<file path="config.mk">
export PLATFORM = sky130hd
export DESIGN_NAME = id_stage_param
export DESIGN_NICKNAME = d
export VERILOG_FILES = /design/src/rtl/id_pkg.sv /design/src/rtl/id_regfile.sv /design/src/rtl/id_stage_param.sv
export SDC_FILE = /design/constraint.sdc
export NUM_CORES = 2
export LEC_CHECK = 0
export ABC_CLOCK_PERIOD_IN_PS = 44400
export BUFFER_PORTS_ARGS = -buffer_cell sky130_fd_sc_hd__buf_2
export CORE_MARGIN = 2
export CORE_UTILIZATION = 60
export DETAILED_ROUTE_END_ITERATION = 10
export GPL_ROUTABILITY_DRIVEN = 0
export PLACE_DENSITY_LB_ADDON = 0.08
export SLEW_MARGIN = 20
export SYNTH_ARGS = -nofsm -noshare
export SYNTH_HDL_FRONTEND = slang
export SYNTH_SLANG_ARGS = --single-unit
export TNS_END_PERCENT = 1
</file>
<file path="constraint.sdc">
create_clock -name clk -period 44.4 [get_ports clk]
set_input_delay 8.88 -clock clk [delete_from_list [all_inputs] [get_ports clk]]
set_output_delay 8.88 -clock clk [all_outputs]
set_load 0.02 [all_outputs]
</file>
<file path="src/rtl/id_pkg.sv">
// Shared decode definitions for the ID stage: opcodes, control bundles,
// the bubble constant and the opcode-to-control table.
package id_pkg;

    localparam logic [5:0] OP_RTYPE = 6'b000000;
    localparam logic [5:0] OP_LW    = 6'b100011;
    localparam logic [5:0] OP_SW    = 6'b101011;
    localparam logic [5:0] OP_BEQ   = 6'b000100;
    localparam logic [5:0] OP_BNE   = 6'b000101;
    localparam logic [5:0] OP_ADDI  = 6'b001000;
    localparam logic [5:0] OP_J     = 6'b000010;

    typedef struct packed {
        logic       reg_dst;
        logic [1:0] alu_op;
        logic       alu_src;
    } ex_ctrl_t;

    typedef struct packed {
        logic branch;
        logic mem_read;
        logic mem_write;
    } m_ctrl_t;

    typedef struct packed {
        logic reg_write;
        logic mem_to_reg;
    } wb_ctrl_t;

    typedef struct packed {
        ex_ctrl_t ex;
        m_ctrl_t  m;
        wb_ctrl_t wb;
    } ctrl_t;

    localparam ctrl_t CTRL_BUBBLE = '0;

    // Control bundle for a legal opcode; unknown opcodes decode to a bubble
    function automatic ctrl_t ctrl_for_op(input logic [5:0] op);
        ctrl_t c;
        c = CTRL_BUBBLE;
        case (op)
            OP_RTYPE: c = '{ex: 4'b1100, m: 3'b000, wb: 2'b10};
            OP_LW:    c = '{ex: 4'b0001, m: 3'b010, wb: 2'b11};
            OP_SW:    c = '{ex: 4'b0001, m: 3'b001, wb: 2'b00};
            OP_BEQ,
            OP_BNE:   c = '{ex: 4'b0010, m: 3'b100, wb: 2'b00};
            OP_ADDI:  c = '{ex: 4'b0001, m: 3'b000, wb: 2'b10};
            default:  c = CTRL_BUBBLE;
        endcase
        return c;
    endfunction

    function automatic logic op_is_legal(input logic [5:0] op);
        return (op == OP_RTYPE) || (op == OP_LW) || (op == OP_SW) ||
               (op == OP_BEQ) || (op == OP_BNE) || (op == OP_ADDI) ||
               (op == OP_J);
    endfunction

endpackage

</file>
<file path="src/rtl/id_regfile.sv">
// Two-read, one-write register file. R0 reads as zero and ignores writes;
// a read of the register being written this cycle returns the write data.
module id_regfile #(
    parameter  int XLEN        = 32,
    parameter  int NREG        = 32,
    parameter  int RF_INIT_IDX = 1,
    localparam int RA_W        = $clog2(NREG)
) (
    input  logic            clk,
    input  logic            rst,
    input  logic            we,
    input  logic [RA_W-1:0] waddr,
    input  logic [XLEN-1:0] wdata,
    input  logic [RA_W-1:0] raddr_1,
    output logic [XLEN-1:0] rdata_1,
    input  logic [RA_W-1:0] raddr_2,
    output logic [XLEN-1:0] rdata_2
);

    logic [XLEN-1:0] regs [NREG];
    logic            wr_en;

    assign wr_en = we && (waddr != '0);

    // Storage update; reset loads either the index pattern or zeros
    always_ff @(posedge clk or posedge rst) begin
        if (rst) begin
            for (int i = 0; i < NREG; i++)
                regs[i] <= (RF_INIT_IDX != 0) ? XLEN'(i) : '0;
        end else if (wr_en) begin
            regs[waddr] <= wdata;
        end
    end

    // Read ports with R0 forcing and write-through bypass
    always_comb begin
        rdata_1 = regs[raddr_1];
        rdata_2 = regs[raddr_2];
        if (wr_en && (waddr == raddr_1)) rdata_1 = wdata;
        if (wr_en && (waddr == raddr_2)) rdata_2 = wdata;
        if (raddr_1 == '0) rdata_1 = '0;
        if (raddr_2 == '0) rdata_2 = '0;
    end

endmodule

</file>
<file path="src/rtl/id_stage_param.sv">
// Parametrised MIPS decode stage: register file, control decode, branch and
// jump resolution, hazard detection and the ID/EX pipeline register.
// Optional illegal-opcode exception reporting is enabled by ID_STAGE_EXC_EN.
module id_stage_param import id_pkg::*; #(
    parameter  int XLEN        = 32,
    parameter  int NREG        = 32,
    parameter  int RF_INIT_IDX = 1,
    localparam int RA_W        = $clog2(NREG)
) (
    input  logic            clk,
    input  logic            rst,
    input  logic [XLEN-1:0] pc_i,
    input  logic [31:0]     inst_i,
    input  logic            inst_valid_i,
    input  logic            flush_i,
    input  logic            wb_we_i,
    input  logic [RA_W-1:0] wb_rd_i,
    input  logic [XLEN-1:0] wb_data_i,
    input  logic            ex_reg_write_i,
    input  logic            ex_mem_read_i,
    input  logic [RA_W-1:0] ex_rd_i,
    input  logic            mem_mem_read_i,
    input  logic [RA_W-1:0] mem_rd_i,
    output logic            hold_pc_o,
    output logic            hold_if_o,
    output logic            flush_if_o,
    output logic            br_taken_o,
    output logic [XLEN-1:0] pc_branch_o,
    output logic            jump_o,
    output logic [XLEN-1:0] pc_jump_o,
    output logic            id_valid_o,
    output logic [RA_W-1:0] rs_o,
    output logic [RA_W-1:0] rt_o,
    output logic [RA_W-1:0] rd_o,
    output logic [XLEN-1:0] imm_o,
    output logic [XLEN-1:0] data_1_o,
    output logic [XLEN-1:0] data_2_o,
    output logic [3:0]      ex_o,
    output logic [2:0]      m_o,
    output logic [1:0]      wb_o,
    output logic            exc_o,
    output logic [XLEN-1:0] epc_o
);

    logic [5:0]      opcode;
    logic [RA_W-1:0] rs, rt, rd;
    logic [XLEN-1:0] imm, rdata_1, rdata_2;
    ctrl_t           dec_ctrl;
    logic            legal, is_beq, is_bne, is_branch, is_j, uses_rs, uses_rt;
    logic            ex_hit_rs, ex_hit_rt, load_use, br_hazard, stall, go;

    assign opcode = inst_i[31:26];
    assign rs     = inst_i[21 +: RA_W];
    assign rt     = inst_i[16 +: RA_W];
    assign rd     = inst_i[11 +: RA_W];
    assign imm    = {{(XLEN-16){inst_i[15]}}, inst_i[15:0]};

    assign dec_ctrl  = ctrl_for_op(opcode);
    assign legal     = op_is_legal(opcode);
    assign is_beq    = (opcode == OP_BEQ);
    assign is_bne    = (opcode == OP_BNE);
    assign is_branch = is_beq | is_bne;
    assign is_j      = (opcode == OP_J);
    assign uses_rs   = ~is_j;
    assign uses_rt   = (opcode == OP_RTYPE) | (opcode == OP_SW) | is_branch;

    id_regfile #(
        .XLEN        (XLEN),
        .NREG        (NREG),
        .RF_INIT_IDX (RF_INIT_IDX)
    ) u_regfile (
        .clk     (clk),
        .rst     (rst),
        .we      (wb_we_i),
        .waddr   (wb_rd_i),
        .wdata   (wb_data_i),
        .raddr_1 (rs),
        .rdata_1 (rdata_1),
        .raddr_2 (rt),
        .rdata_2 (rdata_2)
    );

    // Load-use hazard on any used source, and branch operands not yet in RF
    assign ex_hit_rs = (ex_rd_i != '0) && (ex_rd_i == rs);
    assign ex_hit_rt = (ex_rd_i != '0) && (ex_rd_i == rt);
    assign load_use  = inst_valid_i && ex_mem_read_i &&
                       ((uses_rs && ex_hit_rs) || (uses_rt && ex_hit_rt));
    assign br_hazard = inst_valid_i && is_branch &&
                       ((ex_reg_write_i && (ex_hit_rs || ex_hit_rt)) ||
                        (mem_mem_read_i && (mem_rd_i != '0) &&
                         ((mem_rd_i == rs) || (mem_rd_i == rt))));
    assign stall     = load_use | br_hazard;
    assign go        = inst_valid_i & ~flush_i & ~stall;

    assign hold_pc_o   = stall & ~flush_i;
    assign hold_if_o   = stall & ~flush_i;
    assign br_taken_o  = go & ((is_beq & (rdata_1 == rdata_2)) |
                               (is_bne & (rdata_1 != rdata_2)));
    assign jump_o      = go & is_j;
    assign flush_if_o  = br_taken_o | jump_o;
    assign pc_branch_o = pc_i + (imm << 2);
    assign pc_jump_o   = {pc_i[XLEN-1:28], inst_i[25:0], 2'b00};

    logic            vld_p1;
    ctrl_t           ctrl_p1;
    logic [RA_W-1:0] rs_p1, rt_p1, rd_p1;
    logic [XLEN-1:0] imm_p1, data_1_p1, data_2_p1;

    // ID/EX register: operands always follow ID, control is bubbled unless issued
    always_ff @(posedge clk or posedge rst) begin
        if (rst) begin
            vld_p1    <= 1'b0;
            ctrl_p1   <= CTRL_BUBBLE;
            rs_p1     <= '0;
            rt_p1     <= '0;
            rd_p1     <= '0;
            imm_p1    <= '0;
            data_1_p1 <= '0;
            data_2_p1 <= '0;
        end else begin
            rs_p1     <= rs;
            rt_p1     <= rt;
            rd_p1     <= rd;
            imm_p1    <= imm;
            data_1_p1 <= rdata_1;
            data_2_p1 <= rdata_2;
            if (go && legal) begin
                vld_p1  <= 1'b1;
                ctrl_p1 <= dec_ctrl;
            end else begin
                vld_p1  <= 1'b0;
                ctrl_p1 <= CTRL_BUBBLE;
            end
        end
    end

    assign id_valid_o = vld_p1;
    assign ex_o       = ctrl_p1.ex;
    assign m_o        = ctrl_p1.m;
    assign wb_o       = ctrl_p1.wb;
    assign rs_o       = rs_p1;
    assign rt_o       = rt_p1;
    assign rd_o       = rd_p1;
    assign imm_o      = imm_p1;
    assign data_1_o   = data_1_p1;
    assign data_2_o   = data_2_p1;

`ifdef ID_STAGE_EXC_EN
    logic            exc_p1;
    logic [XLEN-1:0] epc_p1;

    // One-cycle exception pulse carrying the address of the faulting instruction
    always_ff @(posedge clk or posedge rst) begin
        if (rst) begin
            exc_p1 <= 1'b0;
            epc_p1 <= '0;
        end else begin
            exc_p1 <= go & ~legal;
            epc_p1 <= (go & ~legal) ? (pc_i - XLEN'(4)) : '0;
        end
    end

    assign exc_o = exc_p1;
    assign epc_o = epc_p1;
`else
    assign exc_o = 1'b0;
    assign epc_o = '0;
`endif

endmodule

</file>
[After elaboration in Yosys (flattened, before gate mapping)]
Cells that the tools add are included.
Storage, ports and cells
  RAM bits: 0
  bits in latches: 0
  logic and storage cells: 134
  output and inout bits: 223
  memories kept: 0
  bits in read-only memories: 0
  input bits: 119
  flip-flop bits (word level): 1129
Operators by class
  bitwise logic cells: 19
  shift operators: 0
  reduce and logical (&&, ||, !) cells: 33
  add/sub/neg operators: 1
  divide/modulo/power cells: 0
  multipliers: 0
  equality and inequality tests: 14
  muxes and demuxes: 16
  magnitude comparators: 4
Operators with widths (number)
  bitwise mux 1024 bit: 1
  binary-select mux 32 bit (select 5 bit): 2
  two-way mux 32 bit: 9
  demux 32 bit (select 5 bit): 1
  case mux 9 bit (5 select lines): 1
  adder 32 bit: 1
  == test 32 bit: 1
  != test 32 bit: 1
  == test 5 bit: 6
  greater-or-equal comparator 6 bit, second input constant: 3
  NOT 5 -> 6 bit: 3
  logical AND 1 bit: 16
  nonzero test 5 bit: 3
  == test 6 x 3 -> 1 bit, second input constant: 2
  == test 6 bit, second input constant: 2
  zero test 5 bit: 2
  logical OR 1 bit: 10
  two-way mux 9 bit: 1
  AND 1 bit: 7
  == test 6 x 2 -> 1 bit, second input constant: 1
  == test 6 x 4 -> 1 bit, second input constant: 1
  zero test 6 bit: 1
  < comparator 6 x 1 -> 1 bit, second input constant: 1
  OR 1 bit: 6
  other kinds (3): 5

[Logic depth before layout (Yosys ltp)]
  word-level depth: 11
  gate-level depth with buffers: 17

[By module]
From an unflattened synthesis, not the netlist that was laid out.
Second synthesis, totals
  cells, all modules: 4596
  area, all modules: 61288.8 um2
By module, submodules not included
  id_regfile: sequential area each 25724.7 um2, area each 55827.3 um2, cells an instance 4078, instances 1
  id_stage_param: sequential area each 2427.3 um2, area each 5461.5 um2, cells an instance 518, instances 1

[Least setup slack after synthesis]
No wires, ideal clock.
  kind: in2out
  start: input inst_i[22]
  end: output flush_if_o
  buffers on the path: 4
  arrival: 12.166 ns
  stages: 13
  setup slack: 23.354 ns
  path through: buf_4 -> buf_2 -> buf_2 -> buf_1 -> mux4_2 -> a221oi_1 -> a31oi_1 -> xor2_1 -> nor4_2 -> nand4_1 -> or4_1 -> a21boi_2 -> or2_1
On the way
  word-level cells in the longest chain between the ends: 11
  elaborated cells between the ends (all ways): 32
  classes of those cells: eq/ne (5); mux (5); bitwise (10); reduce/logical (12)
RTL lines
  start, declared: line id_stage_param.sv:13  | input logic [31:0] inst_i,
  NOT 5 -> 6 bit (implied by the code): line id_regfile.sv:37  | rdata_1 = regs[raddr_1];
  binary-select mux 32 bit (select 5 bit): line id_regfile.sv:37
  two-way mux 32 bit (implied by the code) (2 in a row): line id_regfile.sv:37
  two-way mux 32 bit: line id_regfile.sv:39  | if (wr_en && (waddr == raddr_1)) rdata_1 = wdata;
  two-way mux 32 bit (*): line id_regfile.sv:41  | if (raddr_1 == '0) rdata_1 = '0;
  via rdata_1[30]: line id_stage_param.sv:47  | logic [XLEN-1:0] imm, rdata_1, rdata_2;
  == test 32 bit or != test 32 bit (tied branches): line id_stage_param.sv:97, id_stage_param.sv:98
  AND 1 bit (on tied branches): line id_stage_param.sv:97, id_stage_param.sv:98
  OR 1 bit (*): line id_stage_param.sv:97  | assign br_taken_o = go & ((is_beq & (rdata_1 == rdata_2)) |
  AND 1 bit (*): line id_stage_param.sv:97
  via br_taken_o: line id_stage_param.sv:27  | output logic br_taken_o,
  OR 1 bit (*): line id_stage_param.sv:100  | assign flush_if_o = br_taken_o | jump_o;
  end, declared: line id_stage_param.sv:26  | output logic flush_if_o,
The timed path passes the listed nets; every way through them passes the cells marked *. The select of a mux whose other input is x is not followed.

[Worst setup path after layout]
  start: input inst_i[21]
  end: output flush_if_o
On the way
  word-level cells in the longest chain between the ends: 11
  elaborated cells between the ends (all ways): 32
  classes of those cells: eq/ne (5); mux (5); bitwise (10); reduce/logical (12)
RTL lines (line)
  NOT 5 -> 6 bit (implied by the code): id_regfile.sv:37
  binary-select mux 32 bit (select 5 bit): id_regfile.sv:37
  two-way mux 32 bit (implied by the code) (2 in a row): id_regfile.sv:37
  two-way mux 32 bit: id_regfile.sv:39
  two-way mux 32 bit (*): id_regfile.sv:41
  via rdata_1[17]: id_stage_param.sv:47
  == test 32 bit or != test 32 bit (tied branches): id_stage_param.sv:97, id_stage_param.sv:98
  AND 1 bit (on tied branches): id_stage_param.sv:97, id_stage_param.sv:98
  OR 1 bit (*): id_stage_param.sv:97
  AND 1 bit (*): id_stage_param.sv:97
  OR 1 bit (*): id_stage_param.sv:100
Marks and branches as above.

==> summary.md <==
| Metric | Value |
|---|---|
| Status | `completed` |
| Die height | `322.7 um` |
| Mapped Avg Cell Area | `approximately 14 um2` |
| Critical R2R Launch | `u_regfile.regs[432]` |
| Synth top area cells | `dfrtp_1, mux2_2, mux4_2, dfstp_2, mux2i_1` |
| Pwr dens | `45.69 nW/um2` |
| Final Max Slew Viols | `0` |
| Crit-path cells | `buf_8 -> buf_4 -> buf_12 -> nor2b_1 -> a22oi_1 -> o2111ai_1 -> mux4_2 -> a21oi_1 -> mux2_2 -> nor4_1 -> nand4_1 -> or4_1 -> a21boi_2 -> or2_1 -> buf_2` |
| Global-route wire length before repair | `302900 um` |
| Share of layout cells above drive strength 1 | `47.15%` |
| Endpoints failing setup | `0` |
| Initial core utilization | `60.69%` |
| EDFF count, synth | `0` |
| CP Launch Type | `input port` |
| Setup bufs post-CTS | `0` |
| Hold buffers post-CTS | `0` |
| Crit path max fanout | `94` |
| Post-layout nets | `4589` |
| Yosys top cell area share | `between 40% and 50%` |
| Tot GR Track Use | `40.89%` |
| Vias per Instance | `7.241` |
| Least-Margin Pin Slew | `1.425 ns` |
| Final Skew | `between 0.04 and 0.05 ns` |
| Max cap viols | `0` |
| Initial DRC count | `5973` |
| R2R cell count | `6` |
| Maximum VDD drop | `between 0.03 and 0.04 mV` |
| Sequential power share | `44.9%` |
| M1 WL | `80620 um` |
| Routed wl met2 | `between 90000 and 100000 um` |
| Clk Latency, worst-skew pair | `0.73 ns` |
| Internal power | `2152 uW` |
| Area of the multi-input gates | `~30000 um2` |
| Area leader, netlist | `dfrtp_1` |
| Post-Syn Area | `about 60000 um2` |
| Switching pwr | `885.3 uW` |
| WHS Endpoint | `u_regfile.regs[1016]` |
| Sequential area share after synthesis | `between 40% and 50%` |
| CTS HTree Levels | `3` |
| Global route overflow | `0` |
| Post-DP HPWL | `128500 um` |
| Distinct cells, synth | `87` |
| Slowest CP cell | `nor2b_1` |
| Hold Violations, Final | `0` |
| Ports | `342` |
| FF+latch area | `28150 um2` |
| Post-cts repair resize count | `0` |
| Fin crit share | `53.51%` |
| Gate power share | `21.7%` |
| Fmax | `around 42 MHz` |
| DR WL met3 | `25320 um` |
| Number of fillers in the final layout | `7460` |
| Buf/Inv on CP | `4` |
| Lkg Pwr | `0.02933 uW` |
| Seq cells post-synth | `between 1000 and 1500` |
| TritonCTS clock tree | `built` |
| Worst Hold Launch | `u_regfile.regs[1016]` |
| Critical path type | `in2out` |
| Post-Route WL | `211800 um` |
| Top_reg_cell synth | `dfrtp_1` |
| Deepest clock path buffer count | `3` |
| Yosys Warn Count | `0` |
| Worst-path clk slew | `around 0.06 ns` |
| Final min period | `approximately 24 ns` |
| Number of global-route vias before repair | `41780` |
| Worst hold stages | `0` |
| Sw Ratio | `29.15%` |
| Min-delay worst type | `reg2reg` |
| RSZ-0062 raised after global routing | `no` |
| Routed length per instance | `35.86 um` |
| Via Count | `approximately 43000` |
| Die footprint | `104200 um2` |
| Crit path DAT | `14.88 ns` |
| Drt pass-1 iters | `8` |
| Chip width | `322.7 um` |
| Inserted Clock Buffers | `120` |
| CTS root buf | `clkbuf_16` |
| Largest net degree at the start of global routing | `170` |
| CP top delay family | `simple AND/OR/NAND/NOR gates` |
| Clock power frac | `33.4%` |
| Crit. End Element | `output port` |
| R2r setup slk | `around 42 ns` |
| Final ANT Viol Nets | `0` |
| Top routing layer in use | `met5` |
| Cell row count | `116` |
| Core area | `100400 um2` |
| Final routed DRC violation total | `0` |
| CTS sink cnt | `1121` |
| Slowest cell delay on critical path | `0.82 ns` |
| Reg2reg end | `data_2_o[16]` |
| Area grow syn2layout | `9.062%` |
| Syn Inst Count | `approximately 4400` |
| Worst-case hold slack | `0.3967 ns` |
| Ys async rst share | `100.0%` |
| Initial antenna violation count | `14` |
| I/O Buffers | `302` |
| Worst rel slew slack | `around 5.0%` |
| CP Data Required Time | `35.52 ns` |
| Fin Setup TNS | `0 ns` |
power groups by stage:
stage,combinational [uW],clock (uW),sequential (uW)
2_1_floorplan,486,0,1340
3_3_place_gp,636,0,1360
3_5_place_dp,649,0,1370
4_1_cts,652,1020,1360
5_1_grt,696,1060,1380
6_report,660,1010,1360
state kept, by name, indices dropped and copies added, names as in the netlist, 2 cells and up:
register	count
m_o	2
imm_o	16
u_regfile.regs	1024
ex_o	3
rs_o	5
data_1_o	32
rt_o	5
data_2_o	32
routing by layer:
| metal | GRT usage (%) | vias to the layer above |
|---|---|---|
| li1 | - | 16700 |
| met1 | 56.76 | 22510 |
| met2 | 59.27 | 2866 |
| met3 | 11.51 | 691 |
| met4 | 21.06 | 8 |
| met5 | 0 | - |
layout make-up:
cell class / count / share of cell area [%]
Clock inverter: 29 / 0.3952
Multi-Input combinational cell: 2752 / 45.21
Clock buffer: 194 / 5.544
Antenna cell: 10 / 0.03764
Inverter: 34 / 0.2033
Timing Repair Buffer: 411 / 3.709
Sequential cell: 1121 / 42.35
Tap cell: 1357 / 2.554
Yosys cell counts (all sizes together), types with 13 or more instances:
cell,instances
a2111oi,13
a211oi,17
a21o,14
a21oi,91
a221oi,39
a22oi,51
a31oi,32
and3,13
buf,260
clkbuf,264
dfrtp,1041
dfstp,80
ha,29
inv,31
mux2,967
mux2i,192
mux4,437
nand2,132
nand2b,21
nand3,43
nor2,113
nor2b,33
nor3,39
o211ai,23
o21ai,93
o22a,21
o22ai,57
or3,19
xnor2,52
xor2,29
through the flow:
step	utilization (%)	setup slack (ns)	std cells	cell area, um2	total power [uW]
finish	66.19	20.64	5908	66480	3038
global route	66.17	20.41	5900	66460	3142
CTS	66.16	20.75	5898	66450	3027
detailed placement	62.23	20.77	5675	62500	2021
global placement	62.22	20.73	5675	62500	1999
floorplan	-	4.086	4431	61080	1826
worst max-delay path by stage:
stage,from,to,slack [ns],depth (start not counted)
floorplan,rst,data_1_o[0],4.09,1
global placement,inst_i[21],flush_if_o,20.73,15
detailed placement,inst_i[21],flush_if_o,20.77,15
CTS,inst_i[21],flush_if_o,20.75,15
global route,inst_i[16],flush_if_o,20.41,16
finish,inst_i[21],flush_if_o,20.64,15
cells in the final DEF (no fill, tap or decap), types with 21 or more instances in the layout:
master | Yosys | routed
a21oi_1 | 91 | 91
buf_2 | 67 | 296
mux2i_1 | 192 | 192
nor3_1 | 39 | 37
xnor2_1 | 51 | 51
nand2_1 | 132 | 117
a221oi_1 | 38 | 38
a31oi_1 | 32 | 32
clkinv_2 | 0 | 22
o211ai_1 | 23 | 23
mux4_2 | 428 | 428
clkbuf_1 | 261 | 38
clkbuf_16 | 0 | 124
nor2_1 | 113 | 99
o21ai_0 | 90 | 90
clkbuf_8 | 0 | 32
a22oi_1 | 51 | 51
conb_1 | 1 | 35
dfstp_2 | 80 | 80
o22ai_1 | 57 | 57
o22a_1 | 21 | 21
ha_1 | 29 | 29
xor2_1 | 29 | 29
inv_1 | 29 | 28
nand3_1 | 43 | 43
dfrtp_1 | 1041 | 1041
nor2b_1 | 33 | 30
mux2_2 | 967 | 967
buf_4 | 134 | 103
worst reg2reg max path, delay by kind of cell, from the launching register on:
kind             cells  cell delay (ns)
multiplexers         2             0.87
AND/OR/NAND/NOR      2             0.66
AO/OA/AOI/OAI        2             0.46
flip-flops           1             0.40
cells by family (layout without fill, tap and decap cells):
logic type,Yosys count,in the layout,share of synthesized area (%)
AND/OR/NAND/NOR,486,486,3.953
flip-flops,1121,1121,46.18
AO/OA/AOI/OAI,524,524,5.834
buffers and inverters,558,668,5.004
multiplexers,1596,1596,37.22
other,1,45,0.006152
adder cells (fa/ha/maj),30,30,0.6281
XOR/XNOR,81,81,1.176
Power figures use the tool's default switching activity.
